`src/rtl/simmem_pkg.sv`:
```
// Shared types and width helpers for the simulated memory controller response path.
package simmem_pkg;

    typedef enum logic {
        READ_DATA  = 1'b0,
        WRITE_RESP = 1'b1
    } simmem_resp_channel_e;

    // A single slot still needs a one-bit pointer so array ports stay legal.
    function automatic int unsigned ptr_width(input int unsigned capacity);
        return (capacity > 1) ? $clog2(capacity) : 1;
    endfunction

    function automatic int unsigned cnt_width(input int unsigned capacity);
        return $clog2(capacity + 1);
    endfunction

endpackage

```
`src/rtl/simmem_prio_enc.sv`:
```
// Lowest-index-first priority encoder with a found flag.
module simmem_prio_enc #(
    parameter int unsigned Width = 4,
    localparam int unsigned IdxW = (Width > 1) ? $clog2(Width) : 1
) (
    input  logic [Width-1:0] req_i,
    output logic [IdxW-1:0]  idx_o,
    output logic             found_o
);

    // Scanning downwards lets the lowest set bit win the last assignment.
    always_comb begin
        idx_o   = '0;
        found_o = 1'b0;
        for (int i = Width - 1; i >= 0; i--) begin
            if (req_i[i]) begin
                idx_o   = IdxW'(i);
                found_o = 1'b1;
            end
        end
    end

endmodule

```
`src/rtl/simmem_linkedlist_bank.sv`:
```
// Response bank: beats share a slot pool, each AXI ID keeps its own linked list so
// per-ID order holds; a beat leaves only when its ID is enabled by the releaser.
module simmem_linkedlist_bank
    import simmem_pkg::*;
#(
    parameter int unsigned DataWidth = 64,
    parameter int unsigned Capacity  = 16,
    parameter int unsigned IDWidth   = 4,
    localparam int unsigned NumIds   = 2 ** IDWidth
) (
    input  logic                 clk_i,
    input  logic                 rst_ni,
    input  logic [NumIds-1:0]    release_en_i,
    input  logic                 in_valid_i,
    output logic                 in_ready_o,
    input  logic [IDWidth-1:0]   in_id_i,
    input  logic [DataWidth-1:0] in_data_i,
    output logic                 out_valid_o,
    input  logic                 out_ready_i,
    output logic [IDWidth-1:0]   out_id_o,
    output logic [DataWidth-1:0] out_data_o,
    output logic [NumIds-1:0]    id_nonempty_o
);

    localparam int unsigned PtrW = ptr_width(Capacity);
    localparam int unsigned CntW = cnt_width(Capacity);

    logic [DataWidth-1:0] data_q [Capacity];
    logic [DataWidth-1:0] data_d [Capacity];
    logic [PtrW-1:0]      next_q [Capacity];
    logic [PtrW-1:0]      next_d [Capacity];
    logic [Capacity-1:0]  slot_valid_q, slot_valid_d;
    logic [PtrW-1:0]      head_q [NumIds];
    logic [PtrW-1:0]      head_d [NumIds];
    logic [PtrW-1:0]      tail_q [NumIds];
    logic [PtrW-1:0]      tail_d [NumIds];
    logic [CntW-1:0]      count_q [NumIds];
    logic [CntW-1:0]      count_d [NumIds];
    logic                 lock_q, lock_d;
    logic [IDWidth-1:0]   lock_id_q, lock_id_d;

    logic [PtrW-1:0]    free_idx;
    logic               free_found;
    logic [NumIds-1:0]  rel_req;
    logic [IDWidth-1:0] rel_id;
    logic               rel_found;
    logic [IDWidth-1:0] sel_id;
    logic [PtrW-1:0]    sel_head;
    logic               push, pop;

    simmem_prio_enc #(.Width(Capacity)) i_free_enc (
        .req_i   (~slot_valid_q),
        .idx_o   (free_idx),
        .found_o (free_found)
    );

    always_comb begin
        for (int i = 0; i < NumIds; i++) begin
            rel_req[i]       = release_en_i[i] && (count_q[i] != '0);
            id_nonempty_o[i] = (count_q[i] != '0);
        end
    end

    simmem_prio_enc #(.Width(NumIds)) i_rel_enc (
        .req_i   (rel_req),
        .idx_o   (rel_id),
        .found_o (rel_found)
    );

    // A held beat keeps the output even if its release permission is withdrawn.
    assign sel_id      = lock_q ? lock_id_q : rel_id;
    assign sel_head    = head_q[sel_id];
    assign out_valid_o = lock_q || rel_found;
    assign out_id_o    = sel_id;
    assign out_data_o  = data_q[sel_head];
    assign in_ready_o  = free_found;

    assign push = in_valid_i && free_found;
    assign pop  = out_valid_o && out_ready_i;

    always_comb begin
        data_d       = data_q;
        next_d       = next_q;
        slot_valid_d = slot_valid_q;
        head_d       = head_q;
        tail_d       = tail_q;
        count_d      = count_q;
        lock_d       = lock_q;
        lock_id_d    = lock_id_q;

        if (pop) begin
            slot_valid_d[sel_head] = 1'b0;
            head_d[sel_id]         = next_q[sel_head];
            count_d[sel_id]        = count_q[sel_id] - CntW'(1);
            lock_d                 = 1'b0;
        end else if (out_valid_o) begin
            lock_d    = 1'b1;
            lock_id_d = sel_id;
        end

        // Uses the post-pop count so a same-ID pop of the last beat restarts the list.
        if (push) begin
            data_d[free_idx]       = in_data_i;
            slot_valid_d[free_idx] = 1'b1;
            if (count_d[in_id_i] == '0) begin
                head_d[in_id_i] = free_idx;
            end else begin
                next_d[tail_q[in_id_i]] = free_idx;
            end
            tail_d[in_id_i]  = free_idx;
            count_d[in_id_i] = count_d[in_id_i] + CntW'(1);
        end
    end

    always_ff @(posedge clk_i or negedge rst_ni) begin
        if (!rst_ni) begin
            slot_valid_q <= '0;
            lock_q       <= 1'b0;
            lock_id_q    <= '0;
            for (int i = 0; i < NumIds; i++) begin
                count_q[i] <= '0;
            end
        end else begin
            slot_valid_q <= slot_valid_d;
            lock_q       <= lock_d;
            lock_id_q    <= lock_id_d;
            count_q      <= count_d;
        end
    end

    // Payload and pointers are only meaningful under a valid bit or nonzero count.
    always_ff @(posedge clk_i) begin
        data_q <= data_d;
        next_q <= next_d;
        head_q <= head_d;
        tail_q <= tail_d;
    end

`ifndef SYNTHESIS
    int unsigned cnt_sum;
    logic        cnt_ovf;

    always_comb begin
        cnt_sum = 0;
        cnt_ovf = 1'b0;
        for (int i = 0; i < NumIds; i++) begin
            cnt_sum = cnt_sum + 32'(count_q[i]);
            if (32'(count_q[i]) > Capacity) cnt_ovf = 1'b1;
        end
    end

    a_cnt_sum: assert property (@(posedge clk_i) disable iff (!rst_ni)
        cnt_sum == 32'($countones(slot_valid_q)));
    a_cnt_max: assert property (@(posedge clk_i) disable iff (!rst_ni) !cnt_ovf);
    a_head_valid: assert property (@(posedge clk_i) disable iff (!rst_ni)
        out_valid_o |-> slot_valid_q[sel_head]);
    a_out_stable: assert property (@(posedge clk_i) disable iff (!rst_ni)
        out_valid_o && !out_ready_i |=> out_valid_o && $stable(out_id_o) && $stable(out_data_o));
`endif

endmodule

```
`config.mk`:
```
export PLATFORM = sky130hd
export DESIGN_NAME = simmem_linkedlist_bank
export DESIGN_NICKNAME = d
export VERILOG_FILES = /design/src/rtl/simmem_pkg.sv /design/src/rtl/simmem_prio_enc.sv /design/src/rtl/simmem_linkedlist_bank.sv
export SDC_FILE = /design/constraint.sdc
export NUM_CORES = 2
export LEC_CHECK = 0
export BUFFER_PORTS_ARGS = -buffer_cell sky130_fd_sc_hd__buf_2
export CAP_MARGIN = 40
export CORE_UTILIZATION = 40
export DETAILED_ROUTE_END_ITERATION = 7
export GPL_TIMING_DRIVEN = 0
export PLACE_DENSITY_LB_ADDON = 0.3
export SYNTH_ARGS = -nofsm -noshare
export SYNTH_HDL_FRONTEND = slang
export SYNTH_SLANG_ARGS = --single-unit
```
`constraint.sdc`:
```
create_clock -name clk_i -period 6.4 [get_ports clk_i]
set_input_delay 0.64 -clock clk_i [delete_from_list [all_inputs] [get_ports clk_i]]
set_output_delay 0.64 -clock clk_i [all_outputs]
set_load 0.01 [all_outputs]
```
# --- Yosys cells after proc, flatten, opt, wreduce, memory -nomap -nowiden ---
# Index checks and enable logic that the tools add are counted.
word_totals:
  output_inout_bits: 86
  in_bits: 88
  ff_bits: 1317
  wordCells: 269
classes:
  reduce_logical: 45
  muxes: 115
  n_lt_le_gt_ge: 13
  addsub: 2
  bitwise: 11
op_table:
  columns: ["cell", "n"]
  rows:
  - ["1024-bit bitwise mux", 1]
  - ["64-bit 2-to-1 mux", 6]
  - ["64-bit binary-select mux with 4-bit select", 1]
  - ["64-bit bitwise mux", 4]
  - ["64-bit demux with 4-bit select", 1]
  - ["4-bit 2-to-1 mux", 42]
  - ["80-bit bitwise mux", 2]
  - ["80-bit 2-to-1 mux", 2]
  - ["5-bit nonzero test", 16]
  - ["4-bit binary-select mux with 4-bit select", 3]
  - ["4-bit demux with 4-bit select", 3]
  - ["5-bit binary-select mux with 4-bit select", 2]
  - ["5-bit demux with 4-bit select", 2]
  - ["1-bit 2-to-1 mux", 36]
  - ["16-bit 2-to-1 mux", 2]
  - ["16-bit inverter", 2]
  - ["5-bit 2-to-1 mux", 6]
  - ["5-bit greater-or-equal comparator (second input constant)", 5]
  - ["4-bit inverter with 5-bit output", 5]
  - ["1-bit logical AND", 24]
  - ["5-bit by 1-bit less-than comparator with 1-bit output (second input constant)", 4]
  - ["16-bit bitwise AND", 1]
  - ["16-bit bitwise OR", 1]
  - ["4-bit by 5-bit less-than comparator with 1-bit output (second input constant)", 2]
  - ["9 further kinds", 13]

# --- Logic depth before layout (Yosys ltp) ---
logic_depth:
  ltp_word: 32
  depth_mapped: 27
  mapped_depth_nobuf: 20

# --- Cells and area by module ---
# From an unflattened synthesis, not the netlist that was laid out.
hier_totals:
  cells_unflattened: 3194
  hier_area_um2: 55024.0
modules_own_cells:
  columns: ["mod", "area_each_um2", "n_inst", "seq_area_each_um2", "cells_per_inst"]
  rows:
  - ["simmem_linkedlist_bank", 54666.2, 1, 38401.8, 3128]
  - ["simmem_prio_enc", 178.9, 2, 0.0, 33]

# --- Least setup slack after synthesis ---
# No wires, ideal clock.
synth_path:
  path_type: "flip-flop to flip-flop"
  startpoint: "register count_q[77] (netlist name)"
  endpoint: "register next_q[48] (netlist name) (enable)"
  n_path_buf: 4
  t_required_ns: 6.039
  stages_incl_launch_ff: 24
  arrival_time_ns: 5.585
  path_slack_ns: 0.454
  cell_sequence: "dfrtp_1 -> or3_1 -> or3_1 -> a221o_1 -> o21ai_1 -> nor2_4 -> clkinv_2 -> buf_6 -> nor4_1 -> a211oi_2 -> nand3_1 -> ha_1 -> clkbuf_1 -> clkbuf_1 -> nor2_1 -> a21oi_1 -> mux4_2 -> o211ai_1 -> o21ai_1 -> ha_1 -> inv_1 -> nor3_4 -> buf_2 -> nor3_1"
synth_via:
  elab_chain_len: 17
synth_lines:
  columns: ["item", "line", "source"]
  rows:
  - ["start, declared", "simmem_linkedlist_bank.sv:37", "logic [CntW-1:0] count_q [NumIds];"]
  - ["start signal, assigned", "simmem_linkedlist_bank.sv:127", "count_q <= count_d;"]
  - ["5-bit nonzero test *", null, null]
  - ["via id_nonempty_o[0]", "simmem_linkedlist_bank.sv:22", "output logic [NumIds-1:0] id_nonempty_o"]
  - ["1-bit logical AND *", "simmem_linkedlist_bank.sv:59", "rel_req[i] = release_en_i[i] && (count_q[i] != '0);"]
  - ["4-bit 2-to-1 mux", "simmem_prio_enc.sv:16", "if (req_i[i]) begin"]
  - ["4-bit 2-to-1 mux", "simmem_linkedlist_bank.sv:71", "assign sel_id = lock_q ? lock_id_q : rel_id;"]
  - ["4-bit inverter with 5-bit output (not written as such)", "simmem_linkedlist_bank.sv:94", "count_d[sel_id] = count_q[sel_id] - CntW'(1);"]
  - ["5-bit binary-select mux with 4-bit select, or another cell as far along", "simmem_linkedlist_bank.sv:94", null]
  - ["5-bit 2-to-1 mux (not written as such) / 1-bit logical AND (equally long branches)", "simmem_linkedlist_bank.sv:94", null]
  - ["5-bit 2-to-1 mux (not written as such)", "simmem_linkedlist_bank.sv:94", null]
  - ["5-bit by 1-bit subtractor with 5-bit output / 5-bit demux with 4-bit select (equally long branches)", "simmem_linkedlist_bank.sv:94", null]
  - ["80-bit bitwise mux", "simmem_linkedlist_bank.sv:94", null]
  - ["80-bit 2-to-1 mux *", "simmem_linkedlist_bank.sv:91", "if (pop) begin"]
  - ["5-bit binary-select mux with 4-bit select *", "simmem_linkedlist_bank.sv:105", "if (count_d[in_id_i] == '0) begin"]
  - ["5-bit 2-to-1 mux (not written as such) * (2 in a row)", "simmem_linkedlist_bank.sv:105", null]
  - ["5-bit zero test *", "simmem_linkedlist_bank.sv:105", null]
  - ["1-bit inverter (no line) *", null, null]
  - ["2-bit AND reduction (no line) *", null, null]
  - ["end signal, assigned", "simmem_linkedlist_bank.sv:134", "next_q <= next_d;"]
  - ["end, declared", "simmem_linkedlist_bank.sv:30", "logic [PtrW-1:0] next_q [Capacity];"]
# Mark *: on every way through the listed nets, which the timed path passes. The rest lies on a longest branch. The select of a mux whose other input is x is not followed.
# A chain may end at the register's enable or synchronous reset.

# --- Worst setup path after layout ---
layout_path:
  startpoint: "register count_q[41] (netlist name)"
  endpoint: "output port out_data_o[38]"
layout_via:
  elab_chain_len: 19
layout_lines:
  columns: ["item", "line", "source"]
  rows:
  - ["5-bit nonzero test", "simmem_linkedlist_bank.sv:59", null]
  - ["1-bit logical AND", "simmem_linkedlist_bank.sv:59", null]
  - ["4-bit 2-to-1 mux (8 in a row)", "simmem_prio_enc.sv:16", null]
  - ["4-bit 2-to-1 mux", "simmem_linkedlist_bank.sv:71", null]
  - ["4-bit inverter with 5-bit output (not written as such)", "simmem_linkedlist_bank.sv:72", "assign sel_head = head_q[sel_id];"]
  - ["4-bit binary-select mux with 4-bit select", "simmem_linkedlist_bank.sv:72", null]
  - ["4-bit 2-to-1 mux (not written as such) (2 in a row)", "simmem_linkedlist_bank.sv:72", null]
  - ["4-bit inverter with 5-bit output (not written as such)", "simmem_linkedlist_bank.sv:75", "assign out_data_o = data_q[sel_head];"]
  - ["64-bit binary-select mux with 4-bit select", "simmem_linkedlist_bank.sv:75", null]
  - ["64-bit 2-to-1 mux (not written as such) (2 in a row)", "simmem_linkedlist_bank.sv:75", null]
  - ["end, declared", "simmem_linkedlist_bank.sv:21", "output logic [DataWidth-1:0] out_data_o,"]
# No other way between the ends. The select of a mux whose other input is x is not followed.

==> summary.txt <==
Status
  • Status: finished with violations
  • Failing checks: design-rule violations

Timing
  • Final count of pins violating max slew: 0
  • Final Hold Viols: 0
  • Fin crit share: 99.39%
  • Worst slew margin: 31.76%
  • Maximum clock rate: 0.1572 GHz
  • Fin Setup TNS: 0 ns
  • RSZ-0062 raised after global routing: yes
  • Worst Skew: 0.03929 ns
  • Worst slew pin tran: 1.020 ns
  • Final setup vio count: 0
  • Post-layout minimum cycle time: 6.361 ns
  • WHS: 0.2358 ns

Power
  • Maximum vdd drop: 307.5 uV
  • Power Density: 520.8 mW/mm^2
  • Final Total Pwr: 0.03692 W
  • Leak: 23.81 nW

Final layout
  • Final #Nets: 4845
  • Commonest non-fill, non-tap cell in the layout: edfxtp_1
  • Ratio of cells with drive above 1 in the final layout: 27.94%
  • Area growth syn-to-layout: 24.59%
  • Commonest non-fill, non-tap cells in the layout: 1152 x edfxtp_1, 662 x nand2_1, 264 x and2_1
  • # fillers: 11.95k

Worst setup path
  • R2R setup slack: 0.04 ns
  • Reg2Reg Launch Point: count_q[72]
  • Worst setup SP type: register
  • Arr. time, crit path: 5.72 ns
  • WP data required: 5.76 ns
  • Worst setup startpoint: count_q[41]
  • Critical path type: reg2out
  • RR Endpoint: count_q[7]
  • Critical path endpoint category: output port
  • Reg2reg path depth: 25
  • Critical path fanouts, max: 7
  • Critical path destination: out_data_o[38]

Clock network
  • Total CTS buffers: 141
  • CTS sink count: 1317
  • CTS HTree Levels: 4
  • TritonCTS clock tree: yes
  • Clk slew on worst S/H paths: 0.06 ns
  • Worst-case clock buffer depth: 3
  • Clk Latency, worst-skew pair: 0.79 ns
  • Clk root buf: clkbuf_16

Routing
  • Drt first pass iters: 8
  • Drt total wl: 187600 um
  • DR vias: 39.79k
  • WL per Instance: 27.77 um
  • Final ANT Viol Nets: 0
  • Drc violations: 2
  • Via/cell ratio: 5.889
  • Starting DRT DRC Count: 3834

Logic synthesis
  • Cell Area, Synth: 0.05691 mm^2
  • Post-synthesis register bit count: 1317
  • Synth async-reset ratio: 7.669%
  • Most used DFF post-synth: edfxtp_1
  • Syn Nets: 4374
  • Unique masters post-synth: 95
  • Synth Instances: 4283
  • Sequential-to-total area share from yosys stat: 67.48%
  • Avg Cell Area, Syn: 13.29 um^2
  • Syn. warnings: 0
  • Post-synth EDFFs: 1152

Floorplanning
  • Die Span Y: 379.2 um
  • Die area: 0.1438 mm^2
  • I/O pin count: 174
  • # rows: 138
  • Die width: 379.2 um
  • Core area: 0.1414 mm^2
  • Starting density of the core: 40.24%

Place
  • Port Buffers: 173
  • Placer Congestion: 0.9581
  • Hpwl dp: 131400 um

GRT
  • First-pass GRT wire length: 270500 um
  • Gr ovfl total: 0
  • Initial antenna violation count: 12
  • Tot GR Track Use: 25.82%
  • Largest net degree at the start of global routing: 70
  • Vias in the first global route: 39.44k

Min path
  • Min-delay worst type: in2reg

Job
  • Max_cap viols: 0
repair_timing:
item	CTS	global route
pin swaps	103	167
setup endpoints to repair	287	229
endpoints found under the hold margin	32	0
gates resized for setup	676	311
cloned	0	6
hold buffers	1	0
buffers inserted	46	24
layer usage:
layer  vias to the layer above  global-route usage (%)  wire (um)
li1                      17470                       -          -
met1                     20130                   33.54      75290
met2                      1765                   41.51      88510
met3                       417                   5.306      14940
met4                        16                   11.74       8772
met5                         -                       0        107
stage by stage:
step	std cells	util (%)	worst slack [ns]	area [um^2]
after global placement	6346	42.53	-3.690	60140
after CTS	6726	49.04	0.0005467	69350
final	6757	50.14	0.03878	70900
after floorplan	4283	-	0.4537	56910
after detailed placement	6433	43.71	-2.959	61810
after global routing	6754	50.13	-0.07616	70900
cells in the mapped netlist (all sizes together) (11+ instances only):
cell type | n | area share (%)
nand2 | 666 | 4.4
edfxtp | 1152 | 61
a221oi | 12 | 0.21
a211oi | 348 | 4.6
dfxtp | 64 | 2.3
a311oi | 139 | 2.2
o21ai | 106 | 0.98
or2 | 15 | 0.16
or4 | 13 | 0.18
nand3 | 59 | 0.52
a31oi | 143 | 1.6
o211ai | 19 | 0.25
nor4 | 14 | 0.34
nor2 | 121 | 0.82
and2 | 275 | 3.0
mux4 | 34 | 1.3
nand4 | 13 | 0.14
buf | 121 | 1.2
inv | 31 | 0.21
and3 | 11 | 0.12
dfrtp | 101 | 4.4
mux2i | 228 | 4.0
clkbuf | 180 | 1.2
nor3 | 52 | 0.74
mux2 | 15 | 0.30
a21oi | 203 | 1.8
registers in the layout, indices dropped and copies added, names as in the netlist:
name          flops
head_q           64
next_q           64
tail_q           64
count_q          80
lock_q            1
lock_id_q         4
data_q         1024
slot_valid_q     16
power breakdown:
group	switching (W)	leakage, nW	internal, W	total [W]
Clock	0.00350	2.26	0.00471	0.00821
Combinational	0.0113	9.39	0.00635	0.0177
Sequential	0.000657	12.2	0.0104	0.0110
Total	0.0155	23.8	0.0214	0.0369
cells by family after synthesis:
kind of cell	count (synthesis)	share of synthesized area [%]
XOR/XNOR	8	0.1693
flip-flops	1317	67.48
buffers and inverters	341	2.733
AO/OA/AOI/OAI	1066	13.05
adder cells (fa/ha/maj)	3	0.06597
multiplexers	277	5.653
AND/OR/NAND/NOR	1271	10.85
worst min path at each step:
stage,depth (start not counted),slack (ns),endpoint,startpoint
floorplan,0,0.34,count_q[0],rst_ni
global placement,1,0.50,lock_id_q[3],lock_id_q[3]
detailed placement,1,0.52,lock_id_q[3],lock_id_q[3]
CTS,1,0.19,data_q[85],in_data_i[21]
global route,1,0.21,data_q[212],in_data_i[20]
finish,1,0.24,data_q[761],in_data_i[57]
layout make-up:
cell class / instances / area [um^2] / area share (%)
Antenna cell: 3 / 7.507 / 0.01059
Buffer: 296 / 2601 / 3.669
Clock buffer: 171 / 3724 / 5.252
Clock inverter: 82 / 922.1 / 1.301
Inverter: 35 / 145.1 / 0.2047
Multi-Input combinational cell: 2625 / 19500 / 27.50
Sequential cell: 1317 / 38420 / 54.19
Tap cell: 1890 / 2365 / 3.335
Timing Repair Buffer: 338 / 3222 / 4.544
worst max-delay path, cell delays in order, from the launching register on:
cell	delay, ns
dfrtp_2	0.47
or4_4	0.61
o21a_4	0.25
nor3_4	0.34
nor2_4	0.09
a21oi_4	0.20
buf_6	0.14
inv_6	0.04
buf_12	0.13
buf_12	0.14
nand2_2	0.05
a32o_2	0.20
nor2_4	0.05
or4_4	0.66
clkbuf_16	0.24
buf_16	0.17
clkbuf_16	0.16
and2_1	0.16
a211oi_2	0.20
a311oi_2	0.11
a211oi_2	0.23
a21oi_1	0.10
buf_2	0.19
No activity file was read; power rests on OpenSTA's default activity.
